===== src/rtl/axi_periph_bridge_if.sv =====
// axi_periph_bridge_if: AXI4-Lite slave side and APB-style peripheral side of
// the peripheral bridge, plus the sticky error flag and its clear.
// slave modport = bridge view, master modport = fabric/peripheral view.
interface axi_periph_bridge_if #(
   parameter int unsigned NUM_PERIPH = 4,
   parameter int unsigned SLOT_SHIFT = 12
);
   localparam int unsigned ADDR_W = 32;
   localparam int unsigned DATA_W = 32;
   localparam int unsigned STRB_W = 4;

   // AXI4-Lite write channels
   logic [ADDR_W-1:0]            awaddr;
   logic                         awvalid;
   logic                         awready;
   logic [DATA_W-1:0]            wdata;
   logic [STRB_W-1:0]            wstrb;
   logic                         wvalid;
   logic                         wready;
   logic                         bvalid;
   logic                         bready;
   // AXI4-Lite read channels
   logic [ADDR_W-1:0]            araddr;
   logic                         arvalid;
   logic                         arready;
   logic [DATA_W-1:0]            rdata;
   logic                         rvalid;
   logic                         rready;
   // peripheral bus
   logic [NUM_PERIPH-1:0]        psel;
   logic                         penable;
   logic                         pwrite;
   logic [SLOT_SHIFT-1:0]        paddr;
   logic [DATA_W-1:0]            pwdata;
   logic [STRB_W-1:0]            pstrb;
   logic [NUM_PERIPH*DATA_W-1:0] prdata;
   logic [NUM_PERIPH-1:0]        pready;
   logic [NUM_PERIPH-1:0]        pslverr;
   // error flag
   logic                         bus_err;
   logic                         bus_err_clr;

   modport slave (
      input  awaddr, awvalid, wdata, wstrb, wvalid, bready,
      input  araddr, arvalid, rready,
      input  prdata, pready, pslverr, bus_err_clr,
      output awready, wready, bvalid, arready, rdata, rvalid,
      output psel, penable, pwrite, paddr, pwdata, pstrb, bus_err
   );

   modport master (
      output awaddr, awvalid, wdata, wstrb, wvalid, bready,
      output araddr, arvalid, rready,
      output prdata, pready, pslverr, bus_err_clr,
      input  awready, wready, bvalid, arready, rdata, rvalid,
      input  psel, penable, pwrite, paddr, pwdata, pstrb, bus_err
   );
endinterface


===== src/rtl/axi_periph_bridge.sv =====
// axi_periph_bridge: single-beat AXI4-Lite slave to APB-style SETUP/ACCESS
// peripheral bus with one-hot slot decode and a sticky error flag.
// Optional ACCESS-phase timeout: define PBRIDGE_TIMEOUT_EN.
module axi_periph_bridge #(
   parameter int unsigned NUM_PERIPH     = 4,
   parameter int unsigned SLOT_SHIFT     = 12,
   parameter int unsigned TIMEOUT_CYCLES = 255
) (
   input logic                clk,
   input logic                rst_n,
   axi_periph_bridge_if.slave bus
);
   localparam int unsigned ADDR_W = 32;
   localparam int unsigned DATA_W = 32;
   localparam int unsigned STRB_W = 4;
   localparam int unsigned SLOT_W = 4;

   typedef enum logic [2:0] {
      S_IDLE,
      S_SETUP,
      S_ACCESS,
      S_WRESP,
      S_RRESP
   } state_e;

   state_e                state_q, state_d;
   logic                  awready_q, awready_d;
   logic                  arready_q, arready_d;
   logic [SLOT_W-1:0]     slot_q, slot_d;
   logic                  wr_q, wr_d;
   logic [NUM_PERIPH-1:0] psel_q, psel_d;
   logic                  penable_q, penable_d;
   logic                  pwrite_q, pwrite_d;
   logic [SLOT_SHIFT-1:0] paddr_q, paddr_d;
   logic [DATA_W-1:0]     pwdata_q, pwdata_d;
   logic [STRB_W-1:0]     pstrb_q, pstrb_d;
   logic [DATA_W-1:0]     rdata_q, rdata_d;
   logic                  bvalid_q, bvalid_d;
   logic                  rvalid_q, rvalid_d;
   logic                  bus_err_q, bus_err_d;
   logic                  err_set;
   logic                  in_xfer;

   logic [DATA_W-1:0]     acc_rdata;
   logic                  acc_ready;
   logic                  acc_err;
   logic [SLOT_W-1:0]     aw_slot;
   logic [SLOT_W-1:0]     ar_slot;
   logic                  wr_req;

`ifdef PBRIDGE_TIMEOUT_EN
   localparam int unsigned CNT_W = $clog2(TIMEOUT_CYCLES + 1);
   logic [CNT_W-1:0]      cnt_q, cnt_d;
`else
   logic                  unused_timeout;
   assign unused_timeout = ^32'(TIMEOUT_CYCLES);
`endif

   // address bits above the slot index are decoded upstream by the fabric
   logic unused_addr;
   assign unused_addr = ^{bus.awaddr[ADDR_W-1:SLOT_SHIFT+SLOT_W],
                          bus.araddr[ADDR_W-1:SLOT_SHIFT+SLOT_W]};

   assign aw_slot = bus.awaddr[SLOT_SHIFT+SLOT_W-1 -: SLOT_W];
   assign ar_slot = bus.araddr[SLOT_SHIFT+SLOT_W-1 -: SLOT_W];
   assign wr_req  = bus.awvalid && bus.wvalid;

   function automatic logic is_mapped(input logic [SLOT_W-1:0] s);
      return 32'(s) < NUM_PERIPH;
   endfunction

   // select the addressed slot's ready/error/data
   always_comb begin
      acc_rdata = '0;
      acc_ready = 1'b0;
      acc_err   = 1'b0;
      for (int unsigned k = 0; k < NUM_PERIPH; k++) begin
         if (slot_q == SLOT_W'(k)) begin
            acc_rdata = bus.prdata[DATA_W*k +: DATA_W];
            acc_ready = bus.pready[k];
            acc_err   = bus.pslverr[k];
         end
      end
   end

   // next-state and registered-output logic
   always_comb begin
      state_d  = state_q;
      slot_d   = slot_q;
      wr_d     = wr_q;
      paddr_d  = paddr_q;
      pwrite_d = pwrite_q;
      pwdata_d = pwdata_q;
      pstrb_d  = pstrb_q;
      rdata_d  = rdata_q;
      err_set  = 1'b0;
`ifdef PBRIDGE_TIMEOUT_EN
      cnt_d    = cnt_q;
`endif

      case (state_q)
         S_IDLE: begin
            // the ready pulse raised last cycle completes the handshake now
            if (awready_q) begin
               slot_d = aw_slot;
               wr_d   = 1'b1;
               if (is_mapped(aw_slot)) begin
                  paddr_d  = bus.awaddr[SLOT_SHIFT-1:0];
                  pwrite_d = 1'b1;
                  pwdata_d = bus.wdata;
                  pstrb_d  = bus.wstrb;
                  state_d  = S_SETUP;
               end else begin
                  err_set = 1'b1;
                  rdata_d = '0;
                  state_d = S_WRESP;
               end
            end else if (arready_q) begin
               slot_d = ar_slot;
               wr_d   = 1'b0;
               if (is_mapped(ar_slot)) begin
                  paddr_d  = bus.araddr[SLOT_SHIFT-1:0];
                  pwrite_d = 1'b0;
                  pwdata_d = '0;
                  pstrb_d  = '0;
                  state_d  = S_SETUP;
               end else begin
                  err_set = 1'b1;
                  rdata_d = '0;
                  state_d = S_RRESP;
               end
            end
         end
         S_SETUP: begin
            state_d = S_ACCESS;
`ifdef PBRIDGE_TIMEOUT_EN
            cnt_d   = '0;
`endif
         end
         S_ACCESS: begin
            if (acc_ready) begin
               if (acc_err) begin
                  err_set = 1'b1;
                  rdata_d = '0;
               end else if (!wr_q) begin
                  rdata_d = acc_rdata;
               end
               state_d = wr_q ? S_WRESP : S_RRESP;
            end
`ifdef PBRIDGE_TIMEOUT_EN
            else if (cnt_q == CNT_W'(TIMEOUT_CYCLES - 1)) begin
               err_set = 1'b1;
               rdata_d = '0;
               state_d = wr_q ? S_WRESP : S_RRESP;
            end else begin
               cnt_d = cnt_q + CNT_W'(1);
            end
`endif
         end
         S_WRESP: if (bus.bready) state_d = S_IDLE;
         S_RRESP: if (bus.rready) state_d = S_IDLE;
         default: state_d = S_IDLE;
      endcase

      // peripheral strobes are only live during SETUP/ACCESS; paddr holds
      in_xfer = (state_d == S_SETUP) || (state_d == S_ACCESS);
      if (!in_xfer) begin
         pwrite_d = 1'b0;
         pwdata_d = '0;
         pstrb_d  = '0;
      end
      for (int unsigned k = 0; k < NUM_PERIPH; k++) begin
         psel_d[k] = in_xfer && (slot_d == SLOT_W'(k));
      end
      penable_d = (state_d == S_ACCESS);
      bvalid_d  = (state_d == S_WRESP);
      rvalid_d  = (state_d == S_RRESP);

      // single-cycle accept pulses, write wins over read
      awready_d = (state_d == S_IDLE) && wr_req;
      arready_d = (state_d == S_IDLE) && !wr_req && bus.arvalid;

      // set beats clear when both happen together
      bus_err_d = err_set ? 1'b1 : (bus.bus_err_clr ? 1'b0 : bus_err_q);
   end

   // state and output registers
   always_ff @(posedge clk or negedge rst_n) begin
      if (!rst_n) begin
         state_q   <= S_IDLE;
         awready_q <= 1'b0;
         arready_q <= 1'b0;
         slot_q    <= '0;
         wr_q      <= 1'b0;
         psel_q    <= '0;
         penable_q <= 1'b0;
         pwrite_q  <= 1'b0;
         paddr_q   <= '0;
         pwdata_q  <= '0;
         pstrb_q   <= '0;
         rdata_q   <= '0;
         bvalid_q  <= 1'b0;
         rvalid_q  <= 1'b0;
         bus_err_q <= 1'b0;
`ifdef PBRIDGE_TIMEOUT_EN
         cnt_q     <= '0;
`endif
      end else begin
         state_q   <= state_d;
         awready_q <= awready_d;
         arready_q <= arready_d;
         slot_q    <= slot_d;
         wr_q      <= wr_d;
         psel_q    <= psel_d;
         penable_q <= penable_d;
         pwrite_q  <= pwrite_d;
         paddr_q   <= paddr_d;
         pwdata_q  <= pwdata_d;
         pstrb_q   <= pstrb_d;
         rdata_q   <= rdata_d;
         bvalid_q  <= bvalid_d;
         rvalid_q  <= rvalid_d;
         bus_err_q <= bus_err_d;
`ifdef PBRIDGE_TIMEOUT_EN
         cnt_q     <= cnt_d;
`endif
      end
   end

   assign bus.awready = awready_q;
   assign bus.wready  = awready_q;
   assign bus.arready = arready_q;
   assign bus.bvalid  = bvalid_q;
   assign bus.rvalid  = rvalid_q;
   assign bus.rdata   = rdata_q;
   assign bus.psel    = psel_q;
   assign bus.penable = penable_q;
   assign bus.pwrite  = pwrite_q;
   assign bus.paddr   = paddr_q;
   assign bus.pwdata  = pwdata_q;
   assign bus.pstrb   = pstrb_q;
   assign bus.bus_err = bus_err_q;
endmodule


===== src/flat_wrapper.sv =====
// flat-port wrapper written by rule: the top's interface ports become plain ports
module axi_periph_bridge_flat 
#(
   parameter int unsigned NUM_PERIPH     = 4,
   parameter int unsigned SLOT_SHIFT     = 12,
   parameter int unsigned TIMEOUT_CYCLES = 255
)
  (clk, rst_n, bus_awaddr, bus_awvalid, bus_wdata, bus_wstrb, bus_wvalid, bus_bready, bus_araddr, bus_arvalid, bus_rready, bus_prdata, bus_pready, bus_pslverr, bus_bus_err_clr, bus_awready, bus_wready, bus_bvalid, bus_arready, bus_rdata, bus_rvalid, bus_psel, bus_penable, bus_pwrite, bus_paddr, bus_pwdata, bus_pstrb, bus_bus_err);
  axi_periph_bridge_if #(.NUM_PERIPH(NUM_PERIPH), .SLOT_SHIFT(SLOT_SHIFT)) bus_i ();
  input logic clk;
  input logic rst_n;
  input wire logic [$bits(bus_i.awaddr)-1:0] bus_awaddr;
  input wire logic [$bits(bus_i.awvalid)-1:0] bus_awvalid;
  input wire logic [$bits(bus_i.wdata)-1:0] bus_wdata;
  input wire logic [$bits(bus_i.wstrb)-1:0] bus_wstrb;
  input wire logic [$bits(bus_i.wvalid)-1:0] bus_wvalid;
  input wire logic [$bits(bus_i.bready)-1:0] bus_bready;
  input wire logic [$bits(bus_i.araddr)-1:0] bus_araddr;
  input wire logic [$bits(bus_i.arvalid)-1:0] bus_arvalid;
  input wire logic [$bits(bus_i.rready)-1:0] bus_rready;
  input wire logic [$bits(bus_i.prdata)-1:0] bus_prdata;
  input wire logic [$bits(bus_i.pready)-1:0] bus_pready;
  input wire logic [$bits(bus_i.pslverr)-1:0] bus_pslverr;
  input wire logic [$bits(bus_i.bus_err_clr)-1:0] bus_bus_err_clr;
  output wire logic [$bits(bus_i.awready)-1:0] bus_awready;
  output wire logic [$bits(bus_i.wready)-1:0] bus_wready;
  output wire logic [$bits(bus_i.bvalid)-1:0] bus_bvalid;
  output wire logic [$bits(bus_i.arready)-1:0] bus_arready;
  output wire logic [$bits(bus_i.rdata)-1:0] bus_rdata;
  output wire logic [$bits(bus_i.rvalid)-1:0] bus_rvalid;
  output wire logic [$bits(bus_i.psel)-1:0] bus_psel;
  output wire logic [$bits(bus_i.penable)-1:0] bus_penable;
  output wire logic [$bits(bus_i.pwrite)-1:0] bus_pwrite;
  output wire logic [$bits(bus_i.paddr)-1:0] bus_paddr;
  output wire logic [$bits(bus_i.pwdata)-1:0] bus_pwdata;
  output wire logic [$bits(bus_i.pstrb)-1:0] bus_pstrb;
  output wire logic [$bits(bus_i.bus_err)-1:0] bus_bus_err;
  assign bus_i.awaddr = bus_awaddr;
  assign bus_i.awvalid = bus_awvalid;
  assign bus_i.wdata = bus_wdata;
  assign bus_i.wstrb = bus_wstrb;
  assign bus_i.wvalid = bus_wvalid;
  assign bus_i.bready = bus_bready;
  assign bus_i.araddr = bus_araddr;
  assign bus_i.arvalid = bus_arvalid;
  assign bus_i.rready = bus_rready;
  assign bus_i.prdata = bus_prdata;
  assign bus_i.pready = bus_pready;
  assign bus_i.pslverr = bus_pslverr;
  assign bus_i.bus_err_clr = bus_bus_err_clr;
  assign bus_awready = bus_i.awready;
  assign bus_wready = bus_i.wready;
  assign bus_bvalid = bus_i.bvalid;
  assign bus_arready = bus_i.arready;
  assign bus_rdata = bus_i.rdata;
  assign bus_rvalid = bus_i.rvalid;
  assign bus_psel = bus_i.psel;
  assign bus_penable = bus_i.penable;
  assign bus_pwrite = bus_i.pwrite;
  assign bus_paddr = bus_i.paddr;
  assign bus_pwdata = bus_i.pwdata;
  assign bus_pstrb = bus_i.pstrb;
  assign bus_bus_err = bus_i.bus_err;
  axi_periph_bridge #(.NUM_PERIPH(NUM_PERIPH), .SLOT_SHIFT(SLOT_SHIFT), .TIMEOUT_CYCLES(TIMEOUT_CYCLES)) u_core (.clk(clk), .rst_n(rst_n), .bus(bus_i));
endmodule

===== config.mk =====
export PLATFORM = sky130hd
export DESIGN_NAME = axi_periph_bridge_flat
export DESIGN_NICKNAME = d
export VERILOG_FILES = /design/src/rtl/axi_periph_bridge_if.sv /design/src/rtl/axi_periph_bridge.sv /design/src/flat_wrapper.sv
export SDC_FILE = /design/constraint.sdc
export NUM_CORES = 1
export LEC_CHECK = 0
export ABC_AREA = 1
export CAP_MARGIN = 40
export CELL_PAD_IN_SITES_DETAIL_PLACEMENT = 0
export CELL_PAD_IN_SITES_GLOBAL_PLACEMENT = 1
export CORE_UTILIZATION = 25
export CTS_CLUSTER_SIZE = 24
export DETAILED_ROUTE_END_ITERATION = 6
export HOLD_SLACK_MARGIN = 0.08
export PLACE_DENSITY = 0.84
export SETUP_SLACK_MARGIN = 0.2
export SYNTH_ARGS = -nofsm -noshare
export SYNTH_HDL_FRONTEND = slang
export SYNTH_SLANG_ARGS = --single-unit

===== constraint.sdc =====
create_clock -name clk -period 2.04 [get_ports clk]
set_input_delay 0.204 -clock clk [delete_from_list [all_inputs] [get_ports clk]]
set_output_delay 0.204 -clock clk [all_outputs]
set_load 0.005 [all_outputs]

; Yosys cells after proc, flatten, opt, wreduce, memory -nomap -nowiden
; Index checks and enable logic that the tools add are counted.
[classes]
order_cmp = 2
eq_ne = 24
mux = 65
n_reduce_logical = 22
[ops]
columns = op, count
row1 = two-way mux 32 bit, 17
row2 = one-hot mux 32 bit (2 select lines), 1
row3 = two-way mux 12 bit, 4
row4 = two-way mux 4 bit, 9
row5 = two-way mux 1 bit, 24
row6 = two-way mux 3 bit, 7
row7 = "== test 4 x 2 -> 1 bit, second input constant", 4
row8 = one-hot mux 3 bit (5 select lines), 1
row9 = "== test 3 x 2 -> 1 bit, second input constant", 4
row10 = "inequality test 3 bit, second input constant", 3
row11 = "== test 4 x 1 -> 1 bit, second input constant", 2
row12 = logical AND 1 bit, 8
row13 = zero test 4 bit, 2
row14 = "less-than comparator 4 x 3 -> 1 bit, second input constant", 2
row15 = AND reduction 4 bit, 2
row16 = nonzero test 2 bit, 4
row17 = "== test 3 x 1 -> 1 bit, second input constant", 2
row18 = "== test 3 bit, second input constant", 2
row19 = zero test 3 bit, 2
row20 = "inequality test 3 x 1 -> 1 bit, second input constant", 2
row21 = "inequality test 3 x 2 -> 1 bit, second input constant", 2
row22 = AND reduction 6 bit, 1
row23 = "inequality test 2 bit, second input constant", 2
row24 = two-way mux 2 bit, 1
row25 = other kinds (5), 5
[word_totals]
in_bits = 244
regBits = 99

; Logic depth before layout (Yosys ltp)
; Gate-level depths: netlist of run 1.
[logic_depth]
depth_word = 11
depth_mapped = 14
ltp_nobuf = 12

; Least setup slack after synthesis of run 1
; OpenSTA, ideal clock, no wires.
[synth_path]
path_type = register to register
start = reg u_core.slot_q[0]
end = reg u_core.pwdata_q[10] (netlist: u_core.bus.pwdata[10])
path_slack_ps = 408
setup_ps = 116
path_buffers = 3
t_arrival_ps = 1516
t_required_ps = 1924
stages_incl_launch_ff = 12
path_cell_list = dfrtp_1 > buf_6 > nor2_1 > nand3_1 > nand3_2 > nand3_4 > a21oi_2 > nor2_2 > buf_6 > buf_8 > nand2_2 > nand2_1
[synth_via]
elab_chain_cells = 11
[synth_rtl]
columns = element, line
row1 = start: declaration, axi_periph_bridge.sv:29  ; logic [SLOT_W-1:0] slot_q, slot_d;
row2 = start signal: assignment, axi_periph_bridge.sv:212  ; slot_q <= slot_d;
row3 = zero test 4 bit, axi_periph_bridge.sv:78  ; if (slot_q == SLOT_W'(k)) begin
row4 = two-way mux 1 bit (3 in series), axi_periph_bridge.sv:78
row5 = two-way mux 1 bit (*), axi_periph_bridge.sv:78
row6 = two-way mux 3 bit (*), axi_periph_bridge.sv:141  ; if (acc_ready) begin
row7 = one-hot mux 3 bit (5 select lines) (*), axi_periph_bridge.sv:101  ; case (state_q)
row8 = == test 3 x 1 -> 1 bit / == test 3 x 2 -> 1 bit (equally long branches), axi_periph_bridge.sv:166  ; in_xfer = (state_d == S_SETUP) || (state_d == S_ACCESS);
row9 = logical OR 1 bit (*), axi_periph_bridge.sv:166
row10 = inequality test 3 x 1 -> 1 bit (no source line) (tied with other cells), n/a
row11 = AND reduction 4 bit (no source line), n/a
row12 = end signal: assignment, axi_periph_bridge.sv:218  ; pwdata_q <= pwdata_d;
row13 = end: declaration, axi_periph_bridge.sv:35  ; logic [DATA_W-1:0] pwdata_q, pwdata_d;
; Every way passes the cells marked *; elsewhere a longest branch is shown, timed or not.
; A chain may end at the register's enable or synchronous reset.

; Worst setup path in the final report of run 1
[layout_path]
start = reg u_core.awready_q (netlist: u_core.bus.awready)
end = out bus_wready
[layout_lines]
columns = element, line
row1 = start: declaration, axi_periph_bridge.sv:27  ; logic awready_q, awready_d;
row2 = start signal: assignment, axi_periph_bridge.sv:210  ; awready_q <= awready_d;
row3 = end: declaration, flat_wrapper.sv:26  ; output wire logic [$bits(bus_i.wready)-1:0] bus_wready;
; No word-level cell between the ends.

==> impl_metrics.tcl, run 1 <==
set metrics [dict create \
    worst_slew_pin_slew_ns 0.5296 \
    drt_iter0_drc 173 \
    finalClockSkew_ns 0.007431 \
    synth_ff_type "dfrtp_1" \
    grt_pass1_vias 5824 \
    final_layout_size_suffix_gt1_share_pct 9.617 \
    tns_ns 0 \
    hpwlAfterDp_mm 14.99 \
    yosysTopAreaCellShare_pct 47.36 \
    synth_cell_types 33 \
    portBuffers 303 \
    setup_ws_ns 0.2986 \
    yosysSeqAreaShare_pct 47.36 \
    setup_viol 0 \
    slew_viol_final 0 \
    vias_per_cell 4.527 \
    instances_no_fill 1289 \
    coreArea_um2 20360 \
    cpMaxStageDelayCell "clkdlybuf4s50_1" \
    die_w_um 146.7 \
    min_path_type "input pin to async pin" \
    ys_warn_count 0 \
    avgSynthCellArea_um2 7.463 \
    wl_per_cell_um 16.11 \
    ir_worst_vdd_mv 0.5811 \
    slew_headroom_pct 64.46 \
    finalCritPeriodShare_pct 85.37 \
    totalWireLength_mm 20.77 \
    cts_tree "done" \
    rows 52 \
    seqCellArea_um2 2480 \
    post-place-ws_ns 0.1045 \
    initial_core_util_pct 25.69 \
    gp_congestion 0.8086 \
    gr-usage-all-layers_pct 18.55 \
    cp_cell_sequence "buf_6 -> buf_12 -> clkdlybuf4s50_1" \
    drc 0 \
    outcome "finished, final reports clean" \
    power_leakage_nw 4.186 \
    htree_levels 3 \
    clockRootBuffer "clkbuf_16" \
    yosysMostFrequentCell "nand2_1" \
    cts.sinks 99 \
    grt_pass1_wl_mm 30.90 \
    synth.net_count 945 \
    area_delta_synth_final_pct 78.09 \
    clk_pin_slew_ns 0.08 \
    arrival_ns 1.54 \
    synth_area_um2 5231 \
    drv_cap 0 \
    top_level_ports 336 \
    crit_path_max_incr_delay_ns 0.51 \
    fin_nets 1258 \
    multi_input_area_um2 2501 \
    antenna_found_initial 0 \
    worstSetupStartpointType "register" \
    async_flop_share_pct 100.0 \
    path_max_fanout 14 \
    path_class "register to primary output" \
    synth_top_area_cell "dfrtp_1" \
    vias 5835 \
    diodes 0 \
    hold_violations 0 \
    die_y_um 146.7 \
    p_per_area_nw_per_um2 1203 \
    grt.overflow.total 0 \
    synth.top_cells.by_count "nand2_1 (269), dfrtp_1 (99), o21ai_0 (80)" \
    dieArea_um2 21510 \
    synth_edf_count 0 \
    fill_cells 2050 \
    syn-instance-count 701 \
    cts_buffer_depth 2 \
    numCtsBuffers 9 \
    rsz0062_at_grt "true" \
    grt_max_degree 38 \
    netlist_top_cells_area "dfrtp_1 (47%), nand2_1 (19%), o21ai_0 (7.7%), nand3_1 (7.0%), nor2_1 (3.0%)" \
    timing.fmax_mhz 574.2 \
    ys_ff_latch 99 \
    detail-route-antenna-nets 0 \
    drt-pass1-iter-count 4 \
    clk_latency_ns 0.35 \
    dp_cells 1262 \
    min_period_ns 1.741 \
    crit_required_ns 1.84 \
    critPathCaptureType "primary output" \
]
==> sequential cells by signal, indices dropped and copies added, names as in the netlist <==
register and count:
u_core.bus.arready 1, u_core.bus.awready 1, u_core.bus.bus_err 1, u_core.bus.bvalid 1
u_core.bus.paddr 12, u_core.bus.penable 1, u_core.bus.psel 4, u_core.bus.pstrb 4
u_core.bus.pwdata 32, u_core.bus.pwrite 1, u_core.bus.rdata 32, u_core.bus.rvalid 1
u_core.slot_q 4, u_core.state_q 3, u_core.wr_q 1
==> through the flow <==
stage               util, %  power, W  hold slack (ns)  instance area (µm²)
floorplan                 -  0.005895         -0.09159                 5231
global placement      43.05  0.008857           0.1974                 8767
detailed placement    43.05  0.008857           0.1987                 8767
CTS                   44.80   0.01085           0.3480                 9124
global route          45.75   0.01207           0.3662                 9316
finish                45.75   0.01121           0.3367                 9316
==> power by group <==
group	switching [W]	internal, W
combinational	0.00348	0.00297
sequential	0.000358	0.00254
clock	0.000868	0.000990
==> worst paths after layout <==
| path | from | slack, ns | end | cells after the start |
|---|---|---|---|---|
| setup / recovery | u_core.bus.awready$_DFF_PN0_ | 0.30 | bus_wready | 3 |
| hold / removal | rst_n | 0.34 | u_core.bus.pwdata[7]$_DFFE_PN0P_ | 2 |
| setup reg to reg | u_core.slot_q[1]$_DFF_PN0_ | 0.32 | u_core.bus.pwdata[2]$_DFFE_PN0P_ | 11 |
| hold reg to reg | u_core.bus.pwdata[21]$_DFFE_PN0P_ | 0.47 | u_core.bus.pwdata[21]$_DFFE_PN0P_ | 2 |
| max in group asynchronous | rst_n | 1.01 | u_core.bus.rdata[19]$_DFFE_PN0P_ | 4 |
| min in group clk | bus_wdata[30] | 0.38 | u_core.bus.pwdata[30]$_DFFE_PN0P_ | 3 |
==> worst max-delay path: cells and delay by family, from the launching register on <==
family | cells | cell delay, ns
flip-flops | 1 | 0.36
buffers and inverters | 3 | 0.82
==> layout by cell type (no fill, tap or decap), types with 12 or more instances in the layout <==
master           instances
buf_4                   19
clkbuf_16               12
clkdlybuf4s50_1        302
nor2_1                  39
buf_12                  12
dfrtp_1                 97
mux2i_1                 12
nand2_1                267
nand2_2                 13
inv_1                   26
nand3_1                 72
o21ai_0                 79
==> kinds of logic (layout without fill, tap and decap cells) <==
kind of cell / after synthesis / count (layout) / share of synthesized area (%)
simple gates: 419 / 419 / 33.99
flops: 99 / 99 / 47.36
buf+inv: 72 / 390 / 6.242
mux: 12 / 12 / 2.296
compound gates: 99 / 99 / 10.12
==> layout make-up <==
cell class                 instances  area share (%)
clock buffer                       9           2.417
clock inverter                     7           1.021
inverter                          31           1.330
multi-input combinational        530           26.85
sequential                        99           26.62
tap                              270           3.626
timing repair buffer             342           38.07
timing repair inverter             1         0.06715
==> routing by layer <==
layer,global-route usage [%],wire (µm)
met3,6.375,2158
met5,0,0
met2,32.49,9949
met4,5.677,375
met1,21.10,8283
==> repair_timing <==
| action | CTS | global route |
|---|---|---|
| endpoints found under the setup margin | 34 | 75 |
| hold buffers | 1 | 0 |
| gates resized for setup | 4 | 23 |
| gates cloned | 0 | 5 |
| pin swaps | 0 | 9 |
| hold endpoints to repair | 33 | 0 |
| buffers inserted | 1 | 4 |
Note: power is estimated with default switching activity, not from simulation.
==> run 2, diff against run 1 <==
ABC_AREA = default   (was 1)
CORE_UTILIZATION = 26   (was 25)
PLACE_DENSITY = 0.83   (was 0.84)
==> run 2 against run 1 <==
Hold slack improved by 0.044 ns. Via count fell by 16%. Clock skew increased by 0.0015 ns. Area after synthesis decreased by 3.5%. Non-clock buffer count grew 11. Clock power decreased by 9%. Critical path depth rose by 3. Sequential power hardly changed. Count of clock-buffer cells in the layout unchanged. Worst setup slack worse by 0.22 ns. Final cell count fell by 20%. Sequential cell count unchanged. Critical path type is now register to register.
==> impl_metrics.tcl, run 2 <==
set metrics [dict create \
    vias 4922 \
    grt_pass1_vias 4943 \
    tns_ns 0 \
    synth_ff_type "dfrtp_1" \
    wirelength_met1_mm 7.153 \
    route.met3.wl_mm 1.540 \
    p_per_area_nw_per_um2 1136 \
    synth.top_cells.by_count "dfrtp_1 (99), nand2_1 (58), mux2_2 (38)" \
    drv_cap 0 \
    slew_viol_final 0 \
    cts_tree "done" \
    ys_warn_count 0 \
    avgSynthCellArea_um2 11.35 \
    hpwlAfterDp_mm 13.09 \
    final_layout_size_suffix_gt1_share_pct 20.65 \
    cpMaxStageDelayCell "or3b_2" \
    async_flop_share_pct 100.0 \
    cp_cell_sequence "or3b_2 -> o221ai_4 -> a32oi_4 -> buf_12 -> buf_8 -> o31ai_1" \
    ys_ff_latch 99 \
    synth_top_area_cell "dfrtp_1" \
    layout_common_cells "clkdlybuf4s50_1 (302), dfrtp_1 (97), nand2_1 (55)" \
    totalWireLength_mm 17.95 \
    finalCritPeriodShare_pct 96.37 \
    dieArea_um2 19980 \
    yosysMostFrequentCell "dfrtp_1" \
    diodes 0 \
    synth_area_um2 5050 \
    top_level_ports 336 \
    worstSetupStartpointType "register" \
    synth.net_count 689 \
    rows 50 \
    drc 0 \
    top_layer "met5" \
    slew_headroom_pct 60.44 \
    worst_slew_pin_slew_ns 0.5915 \
    antenna_found_initial 1 \
    numCtsBuffers 9 \
    clk_latency_ns 0.35 \
    hold_ws_ns 0.3812 \
    cts_buffer_depth 2 \
    drt-pass1-iter-count 4 \
    syn-instance-count 445 \
    rsz0062_at_grt "true" \
    r2r_slack_ns 0.07 \
    hold_violations 0 \
    gr-usage-all-layers_pct 17.21 \
    clockRootBuffer "clkbuf_16" \
    portBuffers 303 \
    outcome "finished, final reports clean" \
    die_w_um 141.4 \
    grt_max_degree 40 \
    initial_core_util_pct 26.73 \
    crit_path_max_incr_delay_ns 0.53 \
    power_leakage_nw 3.723 \
    min_path_type "input pin to async pin" \
    min_period_ns 1.966 \
    cts.sinks 99 \
    htree_levels 3 \
    setup_viol 0 \
    vias_per_cell 4.756 \
    synth_cell_types 44 \
    wl_met2_mm 8.937 \
    yosysSeqAreaShare_pct 49.06 \
    die_y_um 141.4 \
    yosysTopAreaCellShare_pct 49.06 \
    wl_per_cell_um 17.35 \
    gp_congestion 0.8096 \
    final_util_pct 49.83 \
    place_area_um2 8566 \
    synth_edf_count 0 \
    ir_worst_vdd_mv 0.4824 \
    fin_area_um2 9415 \
    grt.overflow.total 0 \
    netlist_top_cells_area "dfrtp_1 (49%), mux2_2 (8.5%), a22o_1 (6.2%), mux4_2 (6.2%), nand2_1 (4.3%)" \
    clk_pin_slew_ns 0.08 \
    area_delta_synth_final_pct 86.45 \
    fin_nets 1014 \
    drt_iter0_drc 183 \
    path_max_fanout 6 \
    arrival_ns 2.22 \
    path_class "register to register" \
    detail-route-antenna-nets 0 \
    coreArea_um2 18890 \
    crit_required_ns 2.29 \
    timing.fmax_mhz 508.6 \
    finalClockSkew_ns 0.008898 \
    critPathCaptureType "register" \
    total_power_w 0.01070 \
    final_common_cell "clkdlybuf4s50_1" \
    grt_pass1_wl_mm 26.44 \
]
run 2: through the flow:
stage | std cells | worst slack, ns
floorplan | 445 | 0.06338
global placement | 1003 | 0.06513
global route | 1035 | -0.01530
detailed placement | 1003 | 0.009774
CTS | 1029 | 0.07319
finish | 1035 | 0.07396
run 2: what timing repair did:
action                                  in CTS  in global routing
endpoints found under the hold margin       36                  0
endpoints found under the setup margin      74                 78
gates resized for setup                     25                 44
gates cloned                                 1                  4
setup buffers                                8                  2
hold buffers                                 1                  0
pin swaps                                    4                 13
run 2: kinds of logic after synthesis:
kind of cell	count (synthesis)	share of synthesized area [%]
AO/OA/AOI/OAI	130	18.61
buffers and inverters	41	3.741
flip-flops	99	49.06
multiplexers	68	17.89
AND/OR/NAND/NOR	107	10.70
run 2: routing by layer:
metal  global-route usage [%]  vias up
li1                         -     2348
met4                    5.892        2
met2                    28.84      215
met3                    5.197       22
met5                        0        -
met1                    20.98     2335
run 2: path summary, 6_finish.rpt:
check | startpoint | to | depth (start not counted)
max in group asynchronous | rst_n | u_core.bus.rdata[24]$_DFFE_PN0P_ | 3
worst min-delay path | rst_n | u_core.bus.rdata[18]$_DFFE_PN0P_ | 2
worst max-delay path | u_core.slot_q[2]$_DFF_PN0_ | u_core.bus.rdata[30]$_DFFE_PN0P_ | 6
worst min register to register | u_core.bus.paddr[8]$_DFFE_PN0P_ | u_core.bus.paddr[8]$_DFFE_PN0P_ | 2
min in group clk | bus_arvalid | u_core.bus.arready$_DFF_PN0_ | 3
worst max register to register | u_core.slot_q[2]$_DFF_PN0_ | u_core.bus.rdata[30]$_DFFE_PN0P_ | 6
run 2: area by class of cell:
type	instances	area [µm²]
Sequential cell	99	2480
Tap cell	260	325.3
Clock inverter	7	67.56
Timing Repair Buffer	353	3595
Clock buffer	9	225.2
Fill cell	1729	9478
Inverter	2	7.507
Multi-Input combinational cell	305	2715
run 2: power breakdown:
group	total (W)	switching, W	leakage (nW)	internal (W)
sequential	0.00293	0.000384	1.34	0.00255
clock	0.00170	0.000838	0.142	0.000863
combinational	0.00606	0.00277	2.24	0.00329
run 2: critical path, delay by kind of cell, from the launching register on:
family / cells / cell delay [ns]
AOI/OAI and AO/OA: 3 / 0.59
DFF: 1 / 0.41
buffers and inverters: 2 / 0.33
and+or+nand+nor: 1 / 0.53
==> run 3, diff against run 2 <==
CORE_MARGIN = 1   (was default)
==> results of run 3 <==
Final layout, timing and power as in run 2 (identical DEF).
